[src/rtl/call_return_sequencer_if.sv]
// Decode-side bus of the call/return sequencer: subroutine decode inputs in,
// fetch address, flush and stack status out.
interface call_return_sequencer_if #(
  parameter int PC_W  = 10,
  parameter int DEPTH = 8
);
  localparam int SP_W = $clog2(DEPTH) + 1;

  logic            hold;
  logic            bsr_det;
  logic            ret_det;
  logic [9:0]      relative_jump;
  logic [PC_W-1:0] pc;
  logic            flush;
  logic [SP_W-1:0] sp;
  logic            stack_overflow;
  logic            stack_underflow;
  logic            fault;

  modport master (
    output hold, bsr_det, ret_det, relative_jump,
    input  pc, flush, sp, stack_overflow, stack_underflow, fault
  );

  modport slave (
    input  hold, bsr_det, ret_det, relative_jump,
    output pc, flush, sp, stack_overflow, stack_underflow, fault
  );
endinterface

[src/rtl/call_return_sequencer.sv]
// Program counter plus hardware return-address stack driven by BSR/RET decode.
// Taken jumps insert one flush cycle; stack misuse traps into a sticky FAULT state.
module call_return_sequencer #(
  parameter int PC_W     = 10,
  parameter int DEPTH    = 8,
  parameter int RESET_PC = 0
) (
  input  logic                  clk,
  input  logic                  rst_n,
  call_return_sequencer_if.slave bus
);
  localparam int SP_W  = $clog2(DEPTH) + 1;
  localparam int IDX_W = $clog2(DEPTH);

  typedef enum logic [1:0] {RUN, FLUSH, FAULT} state_t;

  state_t          state_q, state_d;
  logic [PC_W-1:0] pc_q, pc_d;
  logic [SP_W-1:0] sp_q, sp_d;
  logic            flush_q, flush_d;
  logic            fault_q, fault_d;
  logic            ovf_q, ovf_d;
  logic            unf_q, unf_d;

  logic [PC_W-1:0]  stack_mem [DEPTH];
  logic             push_en;
  logic [IDX_W-1:0] push_idx;
  logic [IDX_W-1:0] pop_idx;
  logic [PC_W-1:0]  offset;

  // Offset is sign-extended (or truncated) to the PC width; the add wraps naturally.
  assign offset   = PC_W'($signed(bus.relative_jump));
  assign push_idx = sp_q[IDX_W-1:0];
  assign pop_idx  = IDX_W'(sp_q - SP_W'(1));

  always_comb begin
    state_d = state_q;
    pc_d    = pc_q;
    sp_d    = sp_q;
    ovf_d   = ovf_q;
    unf_d   = unf_q;
    push_en = 1'b0;
    if (!bus.hold) begin
      case (state_q)
        RUN: begin
          if (bus.ret_det) begin
            if (sp_q != '0) begin
              pc_d    = stack_mem[pop_idx];
              sp_d    = sp_q - SP_W'(1);
              state_d = FLUSH;
            end else begin
              unf_d   = 1'b1;
              state_d = FAULT;
            end
          end else if (bus.bsr_det) begin
            if (sp_q != SP_W'(DEPTH)) begin
              push_en = 1'b1;
              pc_d    = pc_q + offset;
              sp_d    = sp_q + SP_W'(1);
              state_d = FLUSH;
            end else begin
              ovf_d   = 1'b1;
              state_d = FAULT;
            end
          end else begin
            pc_d = pc_q + PC_W'(1);
          end
        end
        FLUSH: begin
          pc_d    = pc_q + PC_W'(1);
          state_d = RUN;
        end
        default: ;
      endcase
    end
    // Outputs follow the next state so they are registered alongside it.
    flush_d = (state_d == FLUSH);
    fault_d = (state_d == FAULT);
  end

  always_ff @(posedge clk) begin
    if (!rst_n) begin
      state_q <= RUN;
      pc_q    <= PC_W'(RESET_PC);
      sp_q    <= '0;
      flush_q <= 1'b0;
      fault_q <= 1'b0;
      ovf_q   <= 1'b0;
      unf_q   <= 1'b0;
    end else begin
      state_q <= state_d;
      pc_q    <= pc_d;
      sp_q    <= sp_d;
      flush_q <= flush_d;
      fault_q <= fault_d;
      ovf_q   <= ovf_d;
      unf_q   <= unf_d;
    end
  end

  always_ff @(posedge clk) begin
    if (rst_n && push_en) begin
      stack_mem[push_idx] <= pc_q;
    end
  end

  assign bus.pc              = pc_q;
  assign bus.sp              = sp_q;
  assign bus.flush           = flush_q;
  assign bus.fault           = fault_q;
  assign bus.stack_overflow  = ovf_q;
  assign bus.stack_underflow = unf_q;
endmodule

[src/flat_wrapper.sv]
// flat-port wrapper written by rule: the top's interface ports become plain ports
module call_return_sequencer_flat 
#(
  parameter int PC_W     = 10,
  parameter int DEPTH    = 8,
  parameter int RESET_PC = 0
)
  (clk, rst_n, bus_hold, bus_bsr_det, bus_ret_det, bus_relative_jump, bus_pc, bus_flush, bus_sp, bus_stack_overflow, bus_stack_underflow, bus_fault);
  call_return_sequencer_if #(.PC_W(PC_W), .DEPTH(DEPTH)) bus_i ();
  input  logic clk;
  input  logic rst_n;
  input wire logic [$bits(bus_i.hold)-1:0] bus_hold;
  input wire logic [$bits(bus_i.bsr_det)-1:0] bus_bsr_det;
  input wire logic [$bits(bus_i.ret_det)-1:0] bus_ret_det;
  input wire logic [$bits(bus_i.relative_jump)-1:0] bus_relative_jump;
  output wire logic [$bits(bus_i.pc)-1:0] bus_pc;
  output wire logic [$bits(bus_i.flush)-1:0] bus_flush;
  output wire logic [$bits(bus_i.sp)-1:0] bus_sp;
  output wire logic [$bits(bus_i.stack_overflow)-1:0] bus_stack_overflow;
  output wire logic [$bits(bus_i.stack_underflow)-1:0] bus_stack_underflow;
  output wire logic [$bits(bus_i.fault)-1:0] bus_fault;
  assign bus_i.hold = bus_hold;
  assign bus_i.bsr_det = bus_bsr_det;
  assign bus_i.ret_det = bus_ret_det;
  assign bus_i.relative_jump = bus_relative_jump;
  assign bus_pc = bus_i.pc;
  assign bus_flush = bus_i.flush;
  assign bus_sp = bus_i.sp;
  assign bus_stack_overflow = bus_i.stack_overflow;
  assign bus_stack_underflow = bus_i.stack_underflow;
  assign bus_fault = bus_i.fault;
  call_return_sequencer #(.PC_W(PC_W), .DEPTH(DEPTH), .RESET_PC(RESET_PC)) u_core (.clk(clk), .rst_n(rst_n), .bus(bus_i));
endmodule
[config.mk]
export PLATFORM = sky130hd
export DESIGN_NAME = call_return_sequencer_flat
export DESIGN_NICKNAME = d
export VERILOG_FILES = /design/src/rtl/call_return_sequencer_if.sv /design/src/rtl/call_return_sequencer.sv /design/src/flat_wrapper.sv
export SDC_FILE = /design/constraint.sdc
export NUM_CORES = 1
export LEC_CHECK = 0
export CAP_MARGIN = 20
export CORE_UTILIZATION = 50
export CTS_CLUSTER_DIAMETER = 50
export CTS_CLUSTER_SIZE = 25
export DETAILED_ROUTE_END_ITERATION = 10
export GPL_TIMING_DRIVEN = 1
export PLACE_DENSITY = 0.79
export SLEW_MARGIN = 20
export SYNTH_ARGS = -nofsm -noshare
export SYNTH_HDL_FRONTEND = slang
export SYNTH_SLANG_ARGS = --single-unit
[constraint.sdc]
create_clock -name clk -period 5.9 [get_ports clk]
set_input_delay 0.885 -clock clk [delete_from_list [all_inputs] [get_ports clk]]
set_output_delay 0.885 -clock clk [all_outputs]
set_load 0.02 [all_outputs]
Yosys cells after proc, flatten, opt, wreduce, memory -nomap -nowiden. Memory sizes are Yosys's and may differ from the RTL's. Index checks and enable logic that the tools add are counted.

Muxes and demuxes: 22. $add $sub $neg: 4. Eq/ne operators: 7. Bitwise logic cells: 4. Reduce and logical (&&, ||, !) cells: 10.

Operators by type and width (count): 2-to-1 mux 10 bit (4); case mux 10 bit (2 select lines) (1); 2-to-1 mux 4 bit (4); adder 10 x 1 -> 10 bit, second input constant (1); adder 10 bit (1); 2-to-1 mux 2 bit (5); AND reduction 5 bit (2); AND reduction 4 bit (2); 2-to-1 mux 1 bit (7); nonzero test 2 bit (3); adder 4 x 1 -> 4 bit, second input constant (1); == test 2 x 1 -> 1 bit, second input constant (2); != test 4 x 3 -> 1 bit, second input constant (1); != test 4 bit, second input constant (1); inverter 1 bit (4); case mux 2 bit (2 select lines) (1); nonzero test 4 bit (1); subtractor 4 x 1 -> 4 bit, second input constant (1); != test 3 x 2 -> 1 bit, second input constant (1); == test 2 bit, second input constant (1); logical NOT 2 bit (1); != test 2 x 1 -> 1 bit, second input constant (1); logical AND 1 bit (1).

Bits in writable memories: 80. Word-level logic and storage cells: 55. Register bits: 20. Memories kept: 1. Input bits: 15. Output and inout bits: 18.

Memory list: u_core.stack_mem (depth 8, bits a word 10, read ports 1, clocked after memory_dff 0, write ports 1, RTL line call_return_sequencer.sv:25) `logic [PC_W-1:0] stack_mem [DEPTH];`.

Longest topological paths before layout.
Depth in word-level cells: 9. Mapped depth: 10. Gate-level depth less buffers: 7.

Least setup slack after synthesis. Ideal clock, no wire load.

Kind: input -> register. Start: input bus_hold. End: memory u_core.stack_mem[1][0], enable pin. Data required time: 5.510 ns. Library setup time: 0.390 ns. Cell stages on the path: 5. Buffers on the path: 1. Data arrival time: 2.468 ns. Path slack: 3.042 ns. Cells stage by stage: or3_1 clkbuf_2 a31oi_1 nand4_1 nor3_1.

Word-level cells in the longest chain between the ends: 4.

RTL lines: start: declaration (RTL line flat_wrapper.sv:12) `input wire logic [$bits(bus_i.hold)-1:0] bus_hold;`; 2-to-1 mux 1 bit (RTL line call_return_sequencer.sv:43) `if (!bus.hold) begin`; logical AND 1 bit (RTL line call_return_sequencer.sv:102) `if (rst_n && push_en) begin`; 2-to-1 mux 1 bit (RTL line call_return_sequencer.sv:102); 2-to-1 mux 1 bit (not written as such) (RTL line call_return_sequencer.sv:103) `stack_mem[push_idx] <= pc_q;`; end: declaration (RTL line call_return_sequencer.sv:25).

No other way between the ends.

Worst setup path after layout.
Start: input bus_ret_det. End: memory u_core.stack_mem[3][3], enable pin.

Word-level cells in the longest chain between the ends: 6.

RTL lines: start: declaration (RTL line flat_wrapper.sv:14) `input wire logic [$bits(bus_i.ret_det)-1:0] bus_ret_det;`; 2-to-1 mux 1 bit (RTL line call_return_sequencer.sv:46) `if (bus.ret_det) begin`; 2-to-1 mux 1 bit (RTL line call_return_sequencer.sv:44) `case (state_q)`; 2-to-1 mux 1 bit (RTL line call_return_sequencer.sv:43); logical AND 1 bit (RTL line call_return_sequencer.sv:102); 2-to-1 mux 1 bit (RTL line call_return_sequencer.sv:102); 2-to-1 mux 1 bit (not written as such) (RTL line call_return_sequencer.sv:103).

No other way between the ends.

==> impl_metrics.yaml <==
status:
  status: "complete, no violations"
critical_path:
  worst-path-max-fanout: 25
  cp.arrival_ns: 3.34
  worstRegToRegCells: 8
  reg2reg_slack_ns: 2.91
  cp.required_ns: 5.87
  endpoint_kind: "flip-flop"
  worstSetupPathType: "in -> reg"
  startpoint_type: "input port"
placement:
  gp_congestion: 0.9298
  hpwl_um: 7266
  pre_cts_slack_ns: 2.184
  port-buffer-count: 32
route:
  drt_drc_violations_left: 0
  drtIter0Drc: 341
  vias_per_cell: 6.297
  dr.pass1.iters: 5
  avgRoutedWirePerCell_um: 20.76
  routed_wl_um: 10690
  via_count: 3243
  antenna_left: 0
pwr:
  power_frac_seq: 0.493
  pwr-share-clk: 0.238
  p_comb_frac: 0.269
  finalPower_mw: 1.795
  intPower_mw: 1.222
  leakagePower_nw: 1.857
  switchingPower_mw: 0.5725
  vdd_drop_max_mv: 0.1697
  p_sw_frac: 0.3190
  p_per_area_mw_per_mm2: 326.8
layout:
  nFillCells: 792
  layout.nets: 410
  drive_above_1_share: 0.1010
  syn_to_final_growth_pct: 12.22
  num_antenna_cells: 0
  regArea_mm2: 0.002803
  fin_util: 0.5861
  multi_input_area_mm2: 0.001952
synthesis:
  synth_cell_types: 61
  ys.flop_type: "edfxtp_1"
  synth-warning-count: 0
  synth_edf_count: 80
  synthCells: 352
  syn_area_mm2: 0.004895
  post-synth-top-count-cell: "edfxtp_1"
  yosysSeqAreaShare: 0.5726
  yosys.area.top_type: "edfxtp_1"
  synthTopCellsByArea: "edfxtp_1 (49%), dfxtp_1 (8.2%), mux4_1 (7.5%), ha_1 (3.1%), mux4_2 (2.8%)"
  syn_avg_cell_area_um2: 13.91
  syn_nets: 380
  synth_top_area_share: 0.4908
  async_flop_share: 0
  ys_ff_latch: 100
  synthTopCellsByCount: "edfxtp_1 (80), nor2_1 (30), dfxtp_1 (20)"
clocking:
  clock_latency_ns: 0.35
  cts-hold-fix-buffers: 0
  post_cts_buffers: 0
  htree_levels: 3
  cts_inserted_buffers: 9
  cts_tree: "done"
  clockRootBuffer: "clkbuf_8"
  cts_sinks: 100
  clk_pin_slew_ns: 0.09
  cts_resized: 0
  clockBufferDepth: 2
sta:
  fin_crit_ns: 3.367
  finalCritPeriodShare: 0.5707
  finalSetupTns_ns: 0
  slew_headroom: 0.3483
  finalSetupViolations: 0
  worst_pin_slew_ns: 0.9739
  finClkSkew_ns: 0.01251
  postLayoutSetupSlackWorst_ns: 2.533
  rsz0062_at_grt: "false"
  hold_ws_ns: 0.4796
  drv_slew: 0
  hold_viol: 0
  max_freq_mhz: 297.0
global_routing:
  grt_first_pass_wirelength_um: 16910
  overflow: 0
  grt_max_degree: 26
  antenna_found_initial: 0
  track_usage: 0.2266
  first_global_vias: 3187
die:
  initial_utilization: 0.5223
  fp.coreArea_mm2: 0.009371
  die_w_um: 100.9
  rows: 35
  die_area_mm2: 0.01019
  io_pins: 33
  die_h_um: 100.9
hold_path:
  worstHoldPathType: "reg -> reg"
  whs_path_depth: 2
job:
  drv_cap: 0
-- cells in the final DEF, fill, tap and decap left out, types with 9 or more instances in the layout --
cell type	count
a21oi_1	17
clkbuf_8	9
clkdlybuf4s50_1	32
dfxtp_1	20
edfxtp_1	80
ha_1	12
mux4_1	14
nand2_1	19
nor2_1	30
nor3_1	13
-- critical path, stage by stage --
cell and delay [ns]:
clkdlybuf4s50_1 0.88, nor2_1 0.52, nand4_1 0.24, nor2_1 0.81
-- layout make-up --
cell class | instances | area share
tap | 129 | 0.02938
inverter | 9 | 0.007062
timing repair buffer | 35 | 0.06241
sequential | 100 | 0.5103
multi-input combinational | 227 | 0.3554
clock inverter | 6 | 0.01298
clock buffer | 9 | 0.02255
-- cell families (layout without fill, tap and decap cells) --
kind of cell,count (synthesis),count (layout),share of synthesized area
simple gates,98,98,0.09918
buf+inv,25,59,0.02863
xor+xnor,12,12,0.02531
fa+ha+maj,13,13,0.03476
mux,31,31,0.1260
flops,100,100,0.5726
compound gates,73,73,0.1135
-- path summary, 6_finish.rpt --
kind	start	end
setup / recovery	bus_ret_det	u_core.stack_mem[3][3]$_DFFE_PP_
hold / removal	u_core.bus.stack_underflow$_SDFFE_PN0P_	u_core.bus.stack_underflow$_SDFFE_PN0P_
setup reg to reg	u_core.bus.sp[0]$_SDFFE_PN0P_	u_core.bus.pc[7]$_SDFFE_PN0P_
hold reg to reg	u_core.bus.stack_underflow$_SDFFE_PN0P_	u_core.bus.stack_underflow$_SDFFE_PN0P_
-- state kept, by name, indices dropped and copies added (netlist names) --
name and flops:
u_core.stack_mem 80, u_core.bus.pc 10, u_core.bus.sp 4, u_core.state_q 2, u_core.bus.fault 1, u_core.bus.flush 1, u_core.bus.stack_overflow 1, u_core.bus.stack_underflow 1
-- routing by layer --
metal / routed length [um] / up-vias / global-route usage
li1: - / 1469 / -
met1: 4506 / 1618 / 0.3038
met2: 5274 / 142 / 0.3720
met3: 699 / 14 / 0.04508
met4: 209 / 0 / 0.07469
met5: 0 / - / 0
-- power by group through the flow --
| stage | Clock [mW] | Combinational [mW] | Sequential [mW] |
|---|---|---|---|
| floorplan | 0 | 0.331 | 0.887 |
| global placement | 0 | 0.472 | 0.896 |
| detailed placement | 0 | 0.480 | 0.900 |
| CTS | 0.434 | 0.482 | 0.884 |
| global route | 0.458 | 0.520 | 0.892 |
| finish | 0.427 | 0.483 | 0.886 |
-- through the flow --
| step | instances | cell area [um2] |
|---|---|---|
| finish | 515 | 5493 |
| global route | 515 | 5493 |
| CTS | 515 | 5493 |
| detailed placement | 500 | 5298 |
| global placement | 500 | 5298 |
| floorplan | 352 | 4895 |
Note: power is estimated with default switching activity, not from simulation.
